## src/rtl/rns_fir_sequencer.sv

```systemverilog
// Sequential FIR filter over residue-number-system samples: one multiply-accumulate
// per cycle across TAPS taps, four independent 8-bit residue lanes.
module rns_fir_sequencer #(
    parameter int TAPS = 6,
    parameter int M0   = 233,
    parameter int M1   = 239,
    parameter int M2   = 241,
    parameter int M3   = 251
) (
    input  logic        clk,
    input  logic        reset,
    input  logic        in_valid,
    output logic        in_ready,
    input  logic [31:0] x,
    output logic        out_valid,
    input  logic        out_ready,
    output logic [31:0] y,
    input  logic        coef_we,
    input  logic [3:0]  coef_addr,
    input  logic [31:0] coef_data,
    output logic        busy
);

    localparam int IW = (TAPS > 1) ? $clog2(TAPS) : 1;
    localparam logic [35:0] MODS = {9'(M3), 9'(M2), 9'(M1), 9'(M0)};

    typedef enum logic [1:0] {IDLE, MAC, OUT} state_t;

    state_t          state_q, state_d;
    logic [31:0]     tap_q  [TAPS];
    logic [31:0]     tap_d  [TAPS];
    logic [31:0]     coef_q [TAPS];
    logic [31:0]     coef_d [TAPS];
    logic [31:0]     acc_q, acc_d;
    logic [31:0]     y_q, y_d;
    logic [IW-1:0]   idx_q, idx_d;
    logic [31:0]     acc_next;

    function automatic logic [31:0] addRns(input logic [31:0] a, input logic [31:0] b);
        logic [8:0]  s;
        logic [31:0] r;
        r = '0;
        for (int i = 0; i < 4; i++) begin
            s = {1'b0, a[8*i +: 8]} + {1'b0, b[8*i +: 8]};
            r[8*i +: 8] = 8'(s % MODS[9*i +: 9]);
        end
        return r;
    endfunction

    // Operands may exceed the modulus; the full 16-bit product keeps the reduction exact.
    function automatic logic [31:0] mulRns(input logic [31:0] a, input logic [31:0] b);
        logic [15:0] p;
        logic [31:0] r;
        r = '0;
        for (int i = 0; i < 4; i++) begin
            p = {8'b0, a[8*i +: 8]} * {8'b0, b[8*i +: 8]};
            r[8*i +: 8] = 8'(p % {7'b0, MODS[9*i +: 9]});
        end
        return r;
    endfunction

    assign acc_next = addRns(acc_q, mulRns(tap_q[idx_q], coef_q[idx_q]));

    always_comb begin
        state_d = state_q;
        tap_d   = tap_q;
        coef_d  = coef_q;
        acc_d   = acc_q;
        idx_d   = idx_q;
        y_d     = y_q;
        case (state_q)
            IDLE: begin
                if (coef_we && ({1'b0, coef_addr} < 5'(TAPS))) begin
                    coef_d[coef_addr[IW-1:0]] = coef_data;
                end
                if (in_valid) begin
                    tap_d[0] = x;
                    for (int k = 1; k < TAPS; k++) begin
                        tap_d[k] = tap_q[k-1];
                    end
                    acc_d   = '0;
                    idx_d   = '0;
                    state_d = MAC;
                end
            end
            MAC: begin
                acc_d = acc_next;
                idx_d = idx_q + 1'b1;
                if (idx_q == IW'(TAPS - 1)) begin
                    y_d     = acc_next;
                    state_d = OUT;
                end
            end
            OUT: begin
                if (out_ready) begin
                    state_d = IDLE;
                end
            end
            default: state_d = IDLE;
        endcase
    end

    always_ff @(posedge clk or negedge reset) begin
        if (!reset) begin
            state_q <= IDLE;
            acc_q   <= '0;
            y_q     <= '0;
            idx_q   <= '0;
            for (int k = 0; k < TAPS; k++) begin
                tap_q[k]  <= '0;
                coef_q[k] <= '0;
            end
        end else begin
            state_q <= state_d;
            acc_q   <= acc_d;
            y_q     <= y_d;
            idx_q   <= idx_d;
            tap_q   <= tap_d;
            coef_q  <= coef_d;
        end
    end

    assign in_ready  = (state_q == IDLE);
    assign out_valid = (state_q == OUT);
    assign busy      = (state_q != IDLE);
    assign y         = y_q;

endmodule
```

## config.mk

```make
export PLATFORM = sky130hd
export DESIGN_NAME = rns_fir_sequencer
export DESIGN_NICKNAME = d
export VERILOG_FILES = /design/src/rtl/rns_fir_sequencer.sv
export SDC_FILE = /design/constraint.sdc
export NUM_CORES = 2
export LEC_CHECK = 0
export BUFFER_PORTS_ARGS = -buffer_cell sky130_fd_sc_hd__buf_2
export CAP_MARGIN = 20
export CORE_ASPECT_RATIO = 1.1
export CORE_UTILIZATION = 50
export CTS_BUF_LIST = sky130_fd_sc_hd__clkbuf_8
export DETAILED_ROUTE_END_ITERATION = 7
export PLACE_DENSITY = 0.74
export SLEW_MARGIN = 25
export SYNTH_ARGS = -nofsm -noshare
export SYNTH_HDL_FRONTEND = slang
export SYNTH_SLANG_ARGS = --single-unit
```

## constraint.sdc

```tcl
create_clock -name clk -period 32.3 [get_ports clk]
set_input_delay 6.46 -clock clk [delete_from_list [all_inputs] [get_ports clk]]
set_output_delay 6.46 -clock clk [all_outputs]
set_load 0.05 [all_outputs]
```

==> results.toml <==
[critical_path]
path_max_fanout = 46
timing.rr.end = "y[7]"
rr_worst_depth = 66
startpoint = "idx_q[0]"
worst_path_max_delay_cell = "dfrtp_4"
critPathLaunchType = "register"
cpPeakStageDelay_ns = 0.96
critical_path_cell_count = 66
arrival_ns = 21.28
cpMostUsedCell = "a21oi_1"
required_ns = 32.83
cp_top_family = "compound AO/OA/AOI/OAI gates"
crit_buf_inv = 7
crit_type = "reg2reg"
endpoint_kind = "register"
r2r_start = "idx_q[0]"
r2r_setup_slack_ns = 11.55

[synthesis]
synth_edf_count = 0
ys_types = 134
synth_fp_nets = 5224
syn_area_um2 = 41600
yosysSeqAreaShare = 0.272
synth_area_per_cell_um2 = 8.68
synth-main-ff-cell = "dfrtp_1"
yosys_warnings = 0
async_reset_ff_frac = 1.00
yosys_register_bits = 453
synthCells = 4799

[sta]
setup_viol = 0
rsz0062_at_grt = "no"
whs_ns = 0.474
max_slew_margin = 0.333
fin_crit_sh = 0.642
max_freq_mhz = 48.2
worstMarginPinSlew_ns = 1.00
final_hold_viol_count = 0
skew_ns = 0.0428
period_minus_slack_ns = 20.75
slew_viol_final = 0
setup_tns_ns = 0

[worst_hold_path]
hold_class = "reg2reg"
hold_end = "tap_q[24]"
holdPathStages = 2
min_from = "tap_q[24]"

[clock_network]
tritoncts = "built"
hold_buffers = 0
post_cts_resized = 0
numClockSinks = 453
cts.path.max_buffers = 3
h-tree-depth = 3
cts_buffers = 74
root_buffer = "clkbuf_8"
clkTransAtPathRegs_ns = 0.06
postCtsSetupBuffers = 0
clk_latency_ns = 0.68

[finish]
area_delta_synth_final_pct = 6.75
stdcell_area_um2 = 44500
nNetsFinal = 5256
drive_gt1_frac = 0.141

[detailed_routing]
post_drt_wl_per_cell_um = 17.3
ant_nets = 0
first_pass_iters = 5
routed_wl_mm = 103
vias = 35500
viasPerCell = 5.98
first_iter_violations = 2787
drcViolationCount = 0

[grt]
grt-ovfl-total = 0
antenna_found_initial = 14
grt_pass1_wl_mm = 173
grt_pass1_vias = 34800
track_usage = 0.243
grt_max_degree = 115

[floorplan]
io-pin-count = 108
start_util = 0.507
die_area_um2 = 84400
rows = 110
design.core.area_um2 = 82200
die_h_um = 305
die_w_um = 277

[placed_design]
placedInstanceArea_um2 = 43100
io_buffers = 107
dp_hpwl_mm = 75.5
gp_congestion = 0.917

[status]
status = "finished, final reports clean"

[run]
drv_cap = 0
[cells by family after synthesis]
family | count (synthesis) | share of synthesized area
xor+xnor | 200 | 0.0433
flops | 453 | 0.272
fa+ha+maj | 368 | 0.136
buf+inv | 456 | 0.0425
simple gates | 1847 | 0.199
compound gates | 1081 | 0.185
mux | 394 | 0.121
[sequential cells by signal (all words and copies together) (netlist names)]
register	cells
coef_q	192
tap_q	192
acc_q	32
y	32
idx_q	3
state_q	2
[metal layers]
metal	vias to the layer above	global-route usage	share of wire
li1	17100	-	-
met3	175	0.0310	0.046
met5	-	0	0.00089
met4	14	0.0815	0.025
met1	17400	0.317	0.44
met2	874	0.417	0.49
[cell usage in the layout (no fill, tap or decap), types with 28 or more instances in the layout]
cell type,instances
xor2_1,57
fa_1,148
mux2_2,215
a21o_1,74
nand2b_1,44
a21oi_1,229
and2_1,28
nand2_1,928
nand3_1,91
nor2_1,381
o21a_1,48
o31ai_1,32
a211oi_1,38
or3_1,34
nand4_1,32
ha_1,204
nor3_1,78
inv_1,291
o211ai_1,52
xnor2_1,136
dfrtp_1,451
mux2i_1,110
o21ai_1,43
or2_2,46
a31oi_1,50
buf_4,32
mux4_2,66
nor2b_1,40
and3_1,29
buf_2,106
clkbuf_8,87
o21ai_0,162
[how the worst max path moves through the flow]
| stage | slack [ns] | end |
|---|---|---|
| global route | 9.84 | y[7] |
| floorplan | 14.79 | y[7] |
| detailed placement | 11.78 | y[7] |
| finish | 11.55 | y[7] |
| global placement | 12.28 | y[7] |
| CTS | 11.64 | y[7] |
[layout make-up]
| class | count | area (um^2) |
|---|---|---|
| fillers | 7451 | 37700 |
| multi-input cells | 3890 | 28600 |
| flip-flops and latches | 453 | 11300 |
| well taps | 1064 | 1330 |
| clock buffers | 87 | 1200 |
| inverters | 272 | 1020 |
| repair buffers | 140 | 797 |
| clock inverters | 30 | 176 |
| diodes | 6 | 15.0 |
[worst reg2reg max path, delay by kind of cell, from the launching register on]
family                     cells  cell delay (ns)
AOI/OAI and AO/OA             33             9.26
xor gates and xnor gates       4             1.07
adders and majority gates      9             3.34
buffers and inverters          7             2.04
DFF                            1             0.96
muxes                          5             1.84
and+or+nand+nor                8             2.13
[per-stage QoR]
stage | utilization | cells | setup WS (ns)
floorplan | - | 4799 | 14.79
global placement | 0.524 | 5819 | 12.28
detailed placement | 0.524 | 5819 | 11.78
CTS | 0.541 | 5936 | 11.64
global route | 0.541 | 5938 | 9.84
finish | 0.541 | 5942 | 11.55
[synth_stat cells (80+ instances only)]
library cell	n	area (um^2)
mux2_2	215	2420
fa_1	148	2960
o21ai_0	162	811
nand3_1	91	455
inv_1	270	1010
clkbuf_1	124	465
nor2_1	382	1430
a21oi_1	230	1150
nand2_1	930	3490
xnor2_1	136	1190
mux2i_1	110	1100
dfrtp_1	453	11300
ha_1	204	2550
nor3_1	80	400
Power is left out: the tool's default activity adds up to more than one toggle a clock period on the data nets, which glitch-free logic cannot reach.
